[config.mk]
export PLATFORM = sky130hd
export DESIGN_NAME = e_1hot_mon
export DESIGN_NICKNAME = d
export VERILOG_FILES = /design/src/rtl/e_1hot_mon_pkg.sv /design/src/rtl/e_1hot_chk.sv /design/src/rtl/e_1hot_mon.sv
export SDC_FILE = /design/constraint.sdc
export NUM_CORES = 1
export LEC_CHECK = 0
export ABC_AREA = 0
export CAP_MARGIN = 40
export CORE_AREA = 2 2 58 60
export CTS_BUF_LIST = sky130_fd_sc_hd__clkbuf_8
export DETAILED_ROUTE_END_ITERATION = 16
export DIE_AREA = 0 0 60 62
export GPL_ROUTABILITY_DRIVEN = 0
export MAX_ROUTING_LAYER = met4
export PLACE_DENSITY = 0.82
export SLEW_MARGIN = 20
export SYNTH_ARGS = -nofsm -noshare
export SYNTH_HDL_FRONTEND = slang
export SYNTH_SLANG_ARGS = --single-unit
[constraint.sdc]
create_clock -name clk -period 2.8 [get_ports clk]
set_clock_uncertainty 0.1 [all_clocks]
set_input_delay 0.56 -clock clk [delete_from_list [all_inputs] [get_ports clk]]
set_output_delay 0.56 -clock clk [all_outputs]
set_load 0.02 [all_outputs]
[src/rtl/e_1hot_mon_pkg.sv]
// rtl/e_1hot_mon_pkg.sv - shared types and helper functions for the one-hot monitor
package e_1hot_mon_pkg;

    typedef enum logic {
        STRICT  = 1'b0,
        ZERO_OK = 1'b1
    } mode_e;

    function automatic mode_e mode_of(input int allow_zero);
        return (allow_zero != 0) ? ZERO_OK : STRICT;
    endfunction

    function automatic int ch_idx_w(input int n);
        return (n <= 1) ? 1 : $clog2(n);
    endfunction

    // Callers truncate the result back to cnt_w bits.
    function automatic logic [63:0] sat_inc(input logic [63:0] v, input int cnt_w);
        logic [63:0] max_v;
        max_v = (cnt_w >= 64) ? '1 : ((64'd1 << cnt_w) - 64'd1);
        return (v >= max_v) ? v : v + 64'd1;
    endfunction

endpackage

[src/rtl/e_1hot_chk.sv]
// rtl/e_1hot_chk.sv - combinational legality check of one W-bit channel vector
module e_1hot_chk
    import e_1hot_mon_pkg::*;
#(
    parameter int W          = 8,
    parameter int ALLOW_ZERO = 0
) (
    input  logic [W-1:0] x,
    output logic         legal
);

    localparam mode_e MODE = mode_of(ALLOW_ZERO);

    logic at_most_one;
    logic any_set;

    // Clearing the lowest set bit leaves zero only if at most one bit was set.
    assign at_most_one = ((x & (x - W'(1))) == '0);
    assign any_set     = |x;
    assign legal       = at_most_one && ((MODE == ZERO_OK) || any_set);

endmodule

[src/rtl/e_1hot_mon.sv]
// rtl/e_1hot_mon.sv - registered multi-channel one-hot monitor; E_1HOT_MON_FIRST_EN enables first-violation capture
module e_1hot_mon
    import e_1hot_mon_pkg::*;
#(
    parameter int N          = 4,
    parameter int W          = 8,
    parameter int ALLOW_ZERO = 0,
    parameter int CNT_W      = 8
) (
    input  logic                     clk,
    input  logic                     arst,
    input  logic                     i_vld,
    input  logic [N-1:0][W-1:0]      i_x,
    input  logic                     i_clr,
    output logic                     o_vld,
    output logic [N-1:0]             o_ok,
    output logic [N-1:0]             o_err,
    output logic                     o_err_any,
    output logic [CNT_W-1:0]         o_err_cnt,
    output logic                     o_first_vld,
    output logic [ch_idx_w(N)-1:0]   o_first_ch,
    output logic [W-1:0]             o_first_x
);

    localparam int CH_W = ch_idx_w(N);

    logic [N-1:0]     legal;
    logic [N-1:0]     viol;
    logic             bad;
    logic [N-1:0]     err_base;
    logic [CNT_W-1:0] cnt_base;

    for (genvar c = 0; c < N; c++) begin : g_chk
        e_1hot_chk #(
            .W          (W),
            .ALLOW_ZERO (ALLOW_ZERO)
        ) u_chk (
            .x     (i_x[c]),
            .legal (legal[c])
        );
    end

    assign viol = i_vld ? ~legal : '0;
    assign bad  = |viol;

    // Clear takes effect before the same-cycle violation is recorded.
    assign err_base = i_clr ? '0 : o_err;
    assign cnt_base = i_clr ? '0 : o_err_cnt;

    always_ff @(posedge clk or posedge arst) begin
        if (arst) begin
            o_vld     <= 1'b0;
            o_ok      <= '0;
            o_err     <= '0;
            o_err_cnt <= '0;
        end else begin
            o_vld <= i_vld;
            if (i_vld) begin
                o_ok <= legal;
            end
            o_err <= err_base | viol;
            if (bad) begin
                o_err_cnt <= CNT_W'(sat_inc(64'(cnt_base), CNT_W));
            end else begin
                o_err_cnt <= cnt_base;
            end
        end
    end

    assign o_err_any = |o_err;

`ifdef E_1HOT_MON_FIRST_EN
    logic [CH_W-1:0] lo_ch;
    logic [W-1:0]    lo_x;

    // Descending scan so the lowest violating index wins.
    always_comb begin
        lo_ch = '0;
        lo_x  = '0;
        for (int c = N - 1; c >= 0; c--) begin
            if (viol[c]) begin
                lo_ch = CH_W'(c);
                lo_x  = i_x[c];
            end
        end
    end

    always_ff @(posedge clk or posedge arst) begin
        if (arst) begin
            o_first_vld <= 1'b0;
            o_first_ch  <= '0;
            o_first_x   <= '0;
        end else if (bad && (i_clr || !o_first_vld)) begin
            o_first_vld <= 1'b1;
            o_first_ch  <= lo_ch;
            o_first_x   <= lo_x;
        end else if (i_clr) begin
            o_first_vld <= 1'b0;
            o_first_ch  <= '0;
            o_first_x   <= '0;
        end
    end
`else
    assign o_first_vld = 1'b0;
    assign o_first_ch  = '0;
    assign o_first_x   = '0;
`endif

endmodule

==> metrics.md, run 1 <==
| Metric | Value |
|---|---|
| Summed instance area of the synthesized netlist | 1175 um2 |
| Internal power contribution | 488.7 uW |
| # IOs | 65 |
| ANT nets after route | 0 |
| Destination of the critical timing path | o_err_cnt[3] |
| First-pass GRT wire length | 5271 um |
| Pre-CTS worst setup slack | -0.5174 ns |
| Insertion delay of the later-clocked pin in the worst-skew pair | 0.25 ns |
| Detailed Place HPWL | 2632 um |
| Met2 wire len | 1919 um |
| Die Span Y | 62 um |
| Highest cell delay on the worst timing path | 0.60 ns |
| Worst min-delay path category | flop to flop |
| Fraction of layout instances using a drive strength above 1 | 24.88% |
| Proportion of power drawn by combinational gates | 34.5% |
| Async set-reset flop share out of synthesis | 100.0% |
| Achievable frequency | 365.3 MHz |
| Horizontal die dimension | 60 um |
| Crit path capture type | flop |
| Actual slew at the worst max-slew pin | 0.6348 ns |
| Slowest cell on crit path | or4_4 |
| Critical-path cell list | clkdlybuf4s50_1, or4_4, o31ai_4, a21oi_2, or4_4, nor2b_4, mux2_4 |
| Setup total negative slack | 0 ns |
| Share of synthesized area occupied by flip-flops and latches | 36.21% |
| Clock root buffer | clkbuf_8 |
| Flop2flop setup slack | 0.76 ns |
| Count of pins over their slew limit | 0 |
| Count of vias placed by the detailed router | 1252 |
| Result of the run | finished, final reports clean |
| Port-buffer cells | 53 |
| Overflow after GRT | 0 |
| DIE AREA | 3720 um2 |
| Family with the most delay on the worst path | simple AND/OR/NAND/NOR gates |
| Final critical-path required period | 2.738 ns |
| Minimum setup slack in the final design | 0.06227 ns |
| Max-Slew Margin vs Limit | 57.55% |
| Longest Clk Path Bufs | 2 |
| Startpoint of the worst register-to-register path | o_err_cnt[1] |
| Fraction of the core area covered by cells at the end of the flow | 63.32% |
| Most frequent cells in the layout | clkdlybuf4s50_1, buf_4, dfrtp_1 |
| Depth of the CTS H-tree | 1 |
| Length in cells of the worst reg-to-reg path | 8 |
| Antenna diodes | 0 |
| Detailed-route DRC error count | 0 |
| Routed wire length on met3 | 143 um |
| Number of different library cells in the post-synthesis netlist | 36 |
| Worst setup path start | i_x[10] |
| Buffers plus inverters on the worst setup path | 1 |
| Data arrival time of the worst path | 2.77 ns |
| Largest fanout on the critical path | 7 |
| Top FF cell, synth | dfrtp_1 |
| WL/cell | 13.68 um |
| Total routed wire length on the met1 layer | 1276 um |
| Share of total power in sequential cells | 39.7% |
| Post-synthesis to final-layout area growth | 71.35% |
| Share of total power consumed by net switching | 30.80% |
| Fraction of power consumed by the clock network | 25.9% |
| Placed Instance Area | 1864 um2 |
| Number of buffers created by CTS | 3 |
| Number of cells on the critical path | 7 |
| Number of synthesized register bits | 17 |
| Number of antenna violations at the first check in global routing | 0 |
| Kind of critical path | input pin to flop |
| Required time worst endpoint | 2.84 ns |
| Most frequent standard cell in the layout excluding fill and tap cells | clkdlybuf4s50_1 |
| Synth Area per Inst | 9.399 um2 |
| Total power density per cell area | 350.8 nW/um2 |
| RSZ-0062 raised after global routing | false |
| Finish-stage setup viols | 0 |
| Worst vdd rail ir drop | 193.2 uV |
| Number of clock sinks | 17 |
| Post-route design area | 2013 um2 |
| Final hold viol count | 0 |
| Ys Warns | 0 |
| Number of enable-type register cells in the synthesized netlist | 0 |
| Maximum number of pins on one net before global-route repair | 18 |
| DRT Wirelength | 3378 um |
| Number of iterations in the first detailed-routing pass | 4 |
| Leak | 0.0008824 uW |
| Count of max-cap constraint violations | 0 |
| Violation count after the first detailed-route iteration | 55 |
| Cells after Synth | 125 |
| Switching pwr | 217.5 uW |
| CTS tree | built |
| Total GRT Usage | 19.29% |
| Vias in the first global route | 1236 |
| R2R Path End | o_err_cnt[3] |
| Area inside the core boundary | 3179 um2 |
| Cell Rows | 21 |
| CTS clock-pin slew for the worst setup and hold paths | 0.07 ns |
| Nature of the critical path startpoint | input pin |
| Uppermost layer routed | met4 |
| Starting Density | 36.95% |
| Vias per cell | 5.069 |
| Net count, final | 239 |
| Most repeated library cell on the critical path | or4_4 |
| Post-route clock period utilization | 97.78% |
flip-flops by register name, indices dropped and copies added (netlist names):
signal / cells
o_err_cnt: 8
o_err: 4
o_ok: 4
o_vld: 1
Yosys cell counts, types with 2 or more instances:
library cell   n  area, um2
a2111o_1       4      45.04
nand3_1        3      15.01
inv_1          2      7.510
xnor2_1        2      17.52
or4_1          4      30.03
nand2_1        3      11.26
nor4_1         4      25.02
a21o_1         3      22.52
o31ai_1        7      52.55
nor2b_1        5      31.28
nand4_1        2      12.51
xor2_1         4      35.03
maj3_1         4      40.04
a21oi_1        6      30.03
or4_4          2      22.52
dfrtp_1       17      425.4
nor2_1        16      60.06
o21ai_0        8      40.04
a41o_2         2      22.52
buf_4         11      82.58
what timing repair did:
item | in CTS | in global routing
gates cloned | 0 | 0
resized for setup | 24 | 7
buffers inserted | 1 | 0
pin swaps | 8 | 4
setup endpoints to repair | 7 | 4
hold buffers | 0 | 0
endpoints found under the hold margin | 0 | 0
per-layer routing:
| metal | up-vias | global-route usage, % |
|---|---|---|
| met5 | - | - |
| met4 | 0 | 5.397 |
| met3 | 6 | 3.106 |
| met2 | 41 | 37.58 |
| li1 | 606 | - |
| met1 | 599 | 19.82 |
how the worst min path moves through the flow:
stage	cells after the start	start	slack, ns	to
floorplan	1	arst	0.39	o_err[0]
detailed placement	2	o_ok[2]	0.38	o_ok[2]
finish	2	o_ok[0]	0.40	o_ok[0]
global route	2	o_ok[1]	0.44	o_ok[1]
global placement	2	o_ok[3]	0.38	o_ok[3]
CTS	2	o_ok[2]	0.40	o_ok[2]
tightest hold or removal path, cell delays in order, from the launching register on:
cell and delay [ns]:
dfrtp_1 0.35, nor2_1 0.05, nor2_1 0.07
cell families (layout without fill, tap and decap cells):
group | after synthesis | after routing | share of synthesized area (%)
adders and majority gates | 5 | 5 | 4.473
muxes | 3 | 3 | 3.088
xor gates and xnor gates | 6 | 6 | 4.473
other | 1 | 11 | 0.3192
DFF | 17 | 17 | 36.21
buffers and inverters | 16 | 82 | 9.265
and+or+nand+nor | 41 | 41 | 19.38
AOI/OAI and AO/OA | 36 | 36 | 22.79
power by group through the flow:
| stage | clock [uW] | sequential (uW) | combinational [uW] |
|---|---|---|---|
| 6_report | 183 | 280 | 243 |
| 5_1_grt | 199 | 283 | 261 |
| 4_1_cts | 183 | 280 | 241 |
| 3_5_place_dp | 0 | 284 | 232 |
| 3_3_place_gp | 0 | 283 | 224 |
| 2_1_floorplan | 0 | 303 | 86.7 |
area by class of cell:
cell class,count,area [um2]
Timing Repair Buffer,76,701.9
Sequential cell,17,425.4
Fill cell,262,1166
Clock buffer,3,41.29
Multi-Input combinational cell,102,774.5
Clock inverter,1,5.005
Tap cell,46,57.56
Inverter,2,7.507
per-stage QoR:
stage | hold slack, ns | instances | total power (uW)
detailed placement | 0.3843 | 242 | 515.1
global route | 0.4389 | 247 | 743.7
floorplan | 0.3861 | 135 | 390.0
CTS | 0.4021 | 247 | 704.4
finish | 0.4020 | 247 | 706.3
global placement | 0.3806 | 242 | 506.4
Power figures use the tool's default switching activity.
==> inputs of run 2 (changes only) <==
--- a/config.mk
+++ b/config.mk
@@ -9,9 +9,11 @@
 export CAP_MARGIN = 40
 export CORE_AREA = 2 2 58 60
 export CTS_BUF_LIST = sky130_fd_sc_hd__clkbuf_8
+export CTS_CLUSTER_DIAMETER = 150
 export DETAILED_ROUTE_END_ITERATION = 16
 export DIE_AREA = 0 0 60 62
 export GPL_ROUTABILITY_DRIVEN = 0
+export GPL_TIMING_DRIVEN = 0
 export MAX_ROUTING_LAYER = met4
 export PLACE_DENSITY = 0.82
 export SLEW_MARGIN = 20
==> run 2 against run 1 <==
Sequential share of layout area up 0.89 points. Non-clock buffer count fell by 10. Clock power increased by 3%. Power shrank 1.4%. Register-to-register slack got worse by 0.17 ns. Combinational power down 6%. Sequential power about the same. Utilization shrank 2.6 points. Flip-flop and latch count unchanged. Fmax grew 0.23%. Die area did not move. Via count down 5.0%. Highest routed layer unchanged.
==> metrics.md, run 2 (same netlist as run 1, synthesis figures left out) <==
| Metric | Value |
|---|---|
| Result of the run | finished, final reports clean (unchanged) |
| Number of iterations in the first detailed-routing pass | 4 (unchanged) |
| Proportion of power drawn by combinational gates | 32.9% (was 34.5%) |
| Cell count after placement | 233 (was 242) |
| Fraction of layout instances using a drive strength above 1 | 18.85% (was 24.88%) |
| Most frequent cells in the layout | clkdlybuf4s50_1, dfrtp_1, nor2_1 (was clkdlybuf4s50_1, buf_4, dfrtp_1) |
| Vias in the first global route | 1082 (was 1236) |
| Vias per cell | 5.021 (was 5.069) |
| Finish-stage setup viols | 0 (unchanged) |
| CTS tree | built (unchanged) |
| Largest fanout on the critical path | 8 (was 7) |
| Port-buffer cells | 52 (was 53) |
| # IOs | 65 (unchanged) |
| Total power density per cell area | 360.3 nW/um2 (was 350.8 nW/um2) |
| Count of vias placed by the detailed router | 1190 (was 1252) |
| Share of total power consumed by net switching | 30.87% (was 30.80%) |
| Depth of the CTS H-tree | 1 (unchanged) |
| Most frequent standard cell in the layout excluding fill and tap cells | clkdlybuf4s50_1 (unchanged) |
| Required time worst endpoint | 2.84 ns (about the same) |
| Leak | 0.0008603 uW (was 0.0008824 uW) |
| Largest registers | o_err_cnt x8, o_err x4, o_ok x4 (unchanged) |
| Maximum number of pins on one net before global-route repair | 18 (unchanged) |
| Longest Clk Path Bufs | 2 (unchanged) |
| Horizontal die dimension | 60 um (unchanged) |
| Post-synthesis to final-layout area growth | 64.43% (was 71.35%) |
| Uppermost layer routed | met4 (unchanged) |
| WL/cell | 12.55 um (was 13.68 um) |
| Antenna diodes | 0 (unchanged) |
| Switching pwr | 214.8 uW (was 217.5 uW) |
| Flop2flop setup slack | 0.59 ns (was 0.76 ns) |
| Worst vdd rail ir drop | 234.6 uV (was 193.2 uV) |
| Setup total negative slack | 0 ns (unchanged) |
| Net count, final | 229 (was 239) |
| Insertion delay of the later-clocked pin in the worst-skew pair | 0.25 ns (about the same) |
| Crit path capture type | flop (unchanged) |
| R2R Path End | o_err_cnt[3] (unchanged) |
| Endpoint, Worst Hold | o_ok[0] (unchanged) |
| Number of flip-flops in the largest register | 8 (unchanged) |
| Achievable frequency | 366.1 MHz (was 365.3 MHz) |
| DRT Wirelength | 2975 um (was 3378 um) |
| DIE AREA | 3720 um2 (unchanged) |
| Nature of the critical path startpoint | input pin (unchanged) |
| Number of clock sinks | 17 (unchanged) |
| Starting Density | 36.95% (unchanged) |
| ANT nets after route | 0 (unchanged) |
| Count of pins over their slew limit | 0 (unchanged) |
| Cell Rows | 21 (unchanged) |
| Detailed-route DRC error count | 0 (unchanged) |
| Clock root buffer | clkbuf_8 (unchanged) |
| Kind of critical path | input pin to flop (unchanged) |
| Worst min-delay path category | flop to flop (unchanged) |
| Final critical-path required period | 2.732 ns (was 2.738 ns) |
| Final cell count without fillers | 237 (was 247) |
| Fraction of power consumed by the clock network | 27.0% (was 25.9%) |
| Die Span Y | 62 um (unchanged) |
| Final hold viol count | 0 (unchanged) |
| Count of max-cap constraint violations | 0 (unchanged) |
| Hold_ws | 0.3929 ns (was 0.4020 ns) |
| Length in cells of the worst reg-to-reg path | 8 (unchanged) |
| Detailed Place HPWL | 2148 um (was 2632 um) |
| Number of antenna violations at the first check in global routing | 0 (unchanged) |
| Actual slew at the worst max-slew pin | 0.6874 ns (was 0.6348 ns) |
| CTS clock-pin slew for the worst setup and hold paths | 0.07 ns (about the same) |
| Post-route clock period utilization | 97.56% (was 97.78%) |
| Total GRT Usage | 17.03% (was 19.29%) |
| Internal power contribution | 481.2 uW (was 488.7 uW) |
| Share of total power in sequential cells | 40.0% (was 39.7%) |
| Startpoint of the lowest-slack hold path | o_ok[0] (unchanged) |
| Routed wire length on met3 | 160 um (was 143 um) |
| Violation count after the first detailed-route iteration | 36 (was 55) |
| Max-Slew Margin vs Limit | 54.17% (was 57.55%) |
| Data arrival time of the worst path | 2.77 ns (about the same) |
| Number of buffers created by CTS | 3 (unchanged) |
| Area inside the core boundary | 3179 um2 (unchanged) |
| Overflow after GRT | 0 (unchanged) |
| Depth of the worst hold-timing path | 2 (unchanged) |
| Met2 wire len | 1699 um (was 1919 um) |
| Total routed wire length on the met1 layer | 1102 um (was 1276 um) |
| First-pass GRT wire length | 4595 um (was 5271 um) |
| Largest register by flop count | o_err_cnt (unchanged) |
| Startpoint of the worst register-to-register path | o_err_cnt[0] (was o_err_cnt[1]) |
run 2: layout make-up:
type                    instances  area [um2]
plain buffers                  13       90.09
clock buffers                   3       41.29
clock inverters                 1       7.507
fillers                       283        1247
inverters                       2       7.507
multi-input cells             102       762.0
flip-flops and latches         17       425.4
well taps                      46       57.56
repair buffers                 53       540.5
run 2: routing by layer:
layer  global-route usage [%]  up-vias
met1                    16.96      571
met3                    5.176        2
li1                         -      582
met4                    2.857        0
met2                    32.92       35
met5                        -        -
run 2: worst max path at each step:
stage,end,cells past startpoint,slack (ns),from
finish,o_err_cnt[3],7,0.07,i_x[26]
global route,o_err_cnt[3],8,-0.005,i_x[22]
CTS,o_err_cnt[3],7,0.0008,i_x[20]
detailed placement,o_err_cnt[1],8,-0.43,i_x[10]
global placement,o_err_cnt[1],8,-0.42,i_x[10]
floorplan,o_err_cnt[1],7,0.11,i_x[10]
run 2: stage by stage:
step / worst slack, ns / utilization [%] / area [um2] / total power, uW
after floorplan: 0.1096 / - / 1212 / 390.0
after global placement: -0.4175 / 56.32 / 1790 / 498.5
after detailed placement: -0.4275 / 56.32 / 1790 / 501.5
after CTS: 0.0007716 / 59.58 / 1894 / 697.6
after global routing: -0.004631 / 60.76 / 1932 / 732.0
final: 0.06841 / 60.76 / 1932 / 696.1
run 2: worst max-delay path, stage by stage:
cell             delay (ns)
clkdlybuf4s50_1        0.44
or4_4                  0.46
o31ai_4                0.21
a21oi_2                0.08
or4_4                  0.57
nor2b_4                0.16
mux2_4                 0.28
run 2: power groups by stage:
stage	Sequential (uW)	Combinational, uW	Clock [uW]
3_5_place_dp	282	219	0
2_1_floorplan	303	86.7	0
6_report	279	229	188
5_1_grt	281	249	202
3_3_place_gp	282	216	0
4_1_cts	278	228	192
run 2: timing repair:
action / 4_1_cts / 5_1_grt
resized for setup: 19 / 11
gates cloned: 0 / 0
pin swaps: 5 / 4
hold buffers: 0 / 0
setup buffers: 1 / 0
endpoints found under the setup margin: 5 / 5
==> inputs of run 3 (changes only) <==
--- a/config.mk
+++ b/config.mk
@@ -6,17 +6,18 @@
 export NUM_CORES = 1
 export LEC_CHECK = 0
 export ABC_AREA = 0
-export CAP_MARGIN = 40
-export CORE_AREA = 2 2 58 60
+export CAP_MARGIN = 20
+export CORE_AREA = 2 2 62 64
 export CTS_BUF_LIST = sky130_fd_sc_hd__clkbuf_8
 export CTS_CLUSTER_DIAMETER = 150
 export DETAILED_ROUTE_END_ITERATION = 16
-export DIE_AREA = 0 0 60 62
+export DIE_AREA = 0 0 64 66
 export GPL_ROUTABILITY_DRIVEN = 0
 export GPL_TIMING_DRIVEN = 0
 export MAX_ROUTING_LAYER = met4
-export PLACE_DENSITY = 0.82
+export PLACE_DENSITY = 0.79
 export SLEW_MARGIN = 20
 export SYNTH_ARGS = -nofsm -noshare
 export SYNTH_HDL_FRONTEND = slang
+export SYNTH_HIERARCHICAL = 1
 export SYNTH_SLANG_ARGS = --single-unit
==> run 3 against run 2 <==
Critical endpoint is now o_err_cnt[6]. Flip-flop and latch count stayed put. Worst setup slack better by 0.014 ns. Largest power group unchanged. Synthesized cell count is 8.0% higher.
==> metrics.md, run 3 <==
| Metric | Value |
|---|---|
| Result of the run | finished, final reports clean (unchanged) |
| Vias in the first global route | 1175 (was 1082) |
| WL/cell | 11.98 um (was 12.55 um) |
| Most frequent cells in the layout | clkdlybuf4s50_1, dfrtp_1, buf_4 (was clkdlybuf4s50_1, dfrtp_1, nor2_1) |
| Nature of the critical path startpoint | input pin (unchanged) |
| DRT Wirelength | 3018 um (was 2975 um) |
| Flop2flop setup slack | 1.47 ns (was 0.59 ns) |
| Number of flip-flops in the largest register | 8 (unchanged) |
| Max-Slew Margin vs Limit | 58.49% (was 54.17%) |
| Longest Clk Path Bufs | 2 (unchanged) |
| Cell Rows | 22 (was 21) |
| Clock root buffer | clkbuf_8 (unchanged) |
| Placed Instance Area | 1986 um2 (was 1790 um2) |
| Cells after Synth | 135 (was 125) |
| Pre-CTS worst setup slack | -0.2010 ns (was -0.4275 ns) |
| Number of buffers created by CTS | 3 (unchanged) |
| Post-route design area | 2073 um2 (was 1932 um2) |
| Count of max-cap constraint violations | 0 (unchanged) |
| Area inside the core boundary | 3551 um2 (was 3179 um2) |
| Kind of critical path | input pin to flop (unchanged) |
| CTS clock-pin slew for the worst setup and hold paths | 0.07 ns (about the same) |
| Die Span Y | 66 um (was 62 um) |
| Minimum setup slack in the final design | 0.08268 ns (was 0.06841 ns) |
| Number of synthesized register bits | 17 (unchanged) |
| Number of enable-type register cells in the synthesized netlist | 0 (unchanged) |
| Routed wire length on met3 | 173 um (was 160 um) |
| Total routed wire length on the met1 layer | 1290 um (was 1102 um) |
| Detailed Place HPWL | 2399 um (was 2148 um) |
| Share of synthesized area occupied by flip-flops and latches | 31.11% (was 36.21%) |
| Number of clock sinks | 17 (unchanged) |
| Starting Density | 38.51% (was 36.95%) |
| Maximum number of pins on one net before global-route repair | 18 (unchanged) |
| Commonest cells in the synthesized netlist | dfrtp_1, a211oi_1, nor2_1 (was dfrtp_1, nor2_1, buf_4) |
| Largest register by flop count | o_err_cnt (unchanged) |
| Endpoint, Worst Hold | o_err[3] (was o_ok[0]) |
| CTS tree | built (unchanged) |
| Multi-input combinational cell area | 885.9 um2 (was 762.0 um2) |
| Met2 wire len | 1543 um (was 1699 um) |
| Ys Warns | 6 (was 0) |
| Startpoint of the worst register-to-register path | o_err_cnt[0] (unchanged) |
| Vias per cell | 5.056 (was 5.021) |
| Summed instance area of the synthesized netlist | 1368 um2 (was 1175 um2) |
| Post-synthesis to final-layout area growth | 51.60% (was 64.43%) |
| Layout filler cell count | 314 (was 283) |
| Antenna diodes | 0 (unchanged) |
| Top FF cell, synth | dfrtp_1 (unchanged) |
| Depth of the CTS H-tree | 1 (unchanged) |
| Final hold viol count | 0 (unchanged) |
| Startpoint of the lowest-slack hold path | o_err[3] (was o_ok[0]) |
| Top-area cell type share of the netlist area | 31.11% (was 36.21%) |
| Cell type with the largest total area after synthesis | dfrtp_1 (unchanged) |
| ANT nets after route | 0 (unchanged) |
| Port-buffer cells | 52 (unchanged) |
| Largest registers | o_err_cnt x8, o_err x4, o_ok x4 (unchanged) |
| Post-route clock period utilization | 97.05% (was 97.56%) |
| Async set-reset flop share out of synthesis | 100.0% (unchanged) |
| # IOs | 65 (unchanged) |
| Finish-stage setup viols | 0 (unchanged) |
| Net count, final | 241 (was 229) |
| R2R Path End | o_err_cnt[7] (was o_err_cnt[3]) |
| Achievable frequency | 368.0 MHz (was 366.1 MHz) |
| Worst vdd rail ir drop | 203.7 uV (was 234.6 uV) |
| Largest fanout on the critical path | 8 (unchanged) |
| DIE AREA | 4224 um2 (was 3720 um2) |
| Insertion delay of the later-clocked pin in the worst-skew pair | 0.24 ns (was 0.25 ns) |
| First-pass GRT wire length | 5009 um (was 4595 um) |
| Length in cells of the worst reg-to-reg path | 3 (was 8) |
| Number of iterations in the first detailed-routing pass | 4 (unchanged) |
| Leak | 0.0008323 uW (was 0.0008603 uW) |
| Data arrival time of the worst path | 2.74 ns (was 2.77 ns) |
| Largest cells by area after synthesis | dfrtp_1, a2111oi_4, and4bb_1, a211oi_1, buf_4 (was dfrtp_1, buf_4, nor2_1, o31ai_1, a2111o_1) |
| Count of vias placed by the detailed router | 1274 (was 1190) |
| Hold_ws | 0.4116 ns (was 0.3929 ns) |
| Required time worst endpoint | 2.83 ns (was 2.84 ns) |
| Uppermost layer routed | met4 (unchanged) |
| Most frequent cell after synthesis | dfrtp_1 (unchanged) |
| Actual slew at the worst max-slew pin | 0.6220 ns (was 0.6874 ns) |
| Violation count after the first detailed-route iteration | 27 (was 36) |
| Most frequent standard cell in the layout excluding fill and tap cells | clkdlybuf4s50_1 (unchanged) |
| Overflow after GRT | 0 (unchanged) |
| Final critical-path required period | 2.717 ns (was 2.732 ns) |
| Number of different library cells in the post-synthesis netlist | 33 (was 36) |
| Worst min-delay path category | flop to flop (unchanged) |
| Total GRT Usage | 14.70% (was 17.03%) |
| Fraction of layout instances using a drive strength above 1 | 20.59% (was 18.85%) |
| Total power density per cell area | 301.9 nW/um2 (was 360.3 nW/um2) |
| Horizontal die dimension | 64 um (was 60 um) |
| Depth of the worst hold-timing path | 1 (was 2) |
| Count of pins over their slew limit | 0 (unchanged) |
| Number of antenna violations at the first check in global routing | 0 (unchanged) |
| Crit path capture type | flop (unchanged) |
| Detailed-route DRC error count | 0 (unchanged) |
| Synth Area per Inst | 10.13 um2 (was 9.399 um2) |
| Area used by sequential logic in the layout | 425.4 um2 (unchanged) |
==> run 3: what timing repair did <==
| action | CTS | global route |
|---|---|---|
| hold buffers | 0 | 0 |
| gates resized for setup | 0 | 4 |
| endpoints found under the setup margin | 0 | 5 |
| buffers inserted | 0 | 3 |
==> run 3: cell type report <==
type / count / area share [%]
timing repair buffer: 55 / 26.19
sequential: 17 / 20.52
buffer: 13 / 4.768
clock buffer: 3 / 1.992
multi-input combinational: 111 / 42.73
inverter: 4 / 0.7242
tap: 48 / 2.897
clock inverter: 1 / 0.1810
==> run 3: routing by layer <==
metal / global-route usage (%) / up-vias
li1: - / 649
met1: 17.18 / 589
met2: 27.08 / 34
met3: 2.215 / 2
met4: 2.446 / 0
met5: - / -
==> run 3: cell families (layout without fill, tap and decap cells) <==
logic type,Yosys count,after routing,synth area share (%)
AND/OR/NAND/NOR,60,60,30.56
flip-flops,17,17,31.11
multiplexers,4,4,3.293
other,1,11,0.2742
AO/OA/AOI/OAI,36,36,26.44
buffers and inverters,17,76,8.325
==> run 3: worst max path at each step <==
stage	start	end	cells past startpoint	slack, ns
final	i_x[8]	o_err_cnt[6]	9	0.08
after global routing	i_x[0]	o_err_cnt[2]	9	-0.03
after CTS	i_x[24]	o_err_cnt[6]	8	0.03
after detailed placement	i_x[24]	o_err_cnt[5]	8	-0.20
after global placement	i_x[24]	o_err_cnt[6]	8	-0.19
after floorplan	i_x[0]	o_err_cnt[7]	7	0.45
==> run 3: worst max-delay path: stages <==
cell	delay [ns]
clkdlybuf4s50_1	0.45
or4_4	0.59
and4bb_1	0.28
nor3_1	0.06
o21ai_2	0.13
nand4_4	0.19
buf_4	0.18
a41oi_1	0.23
a211oi_2	0.07
==> run 3: report_power, final <==
part	internal, uW	leakage, uW	switching, uW
Combinational	96.6	0.000587	88.6
Clock	96.9	0.0000269	78.1
Sequential	256	0.000219	9.59
Total	450	0.000832	176
==> run 3: per-stage QoR <==
step	utilization, %	TNS [ns]	total power (uW)	cells
CTS	57.19	0	630.7	249
global route	58.39	-0.05388	659.3	252
detailed placement	55.92	-0.9673	455.3	245
finish	58.39	0	626.0	252
global placement	55.92	-0.8032	452.8	245
floorplan	-	0	359.3	145
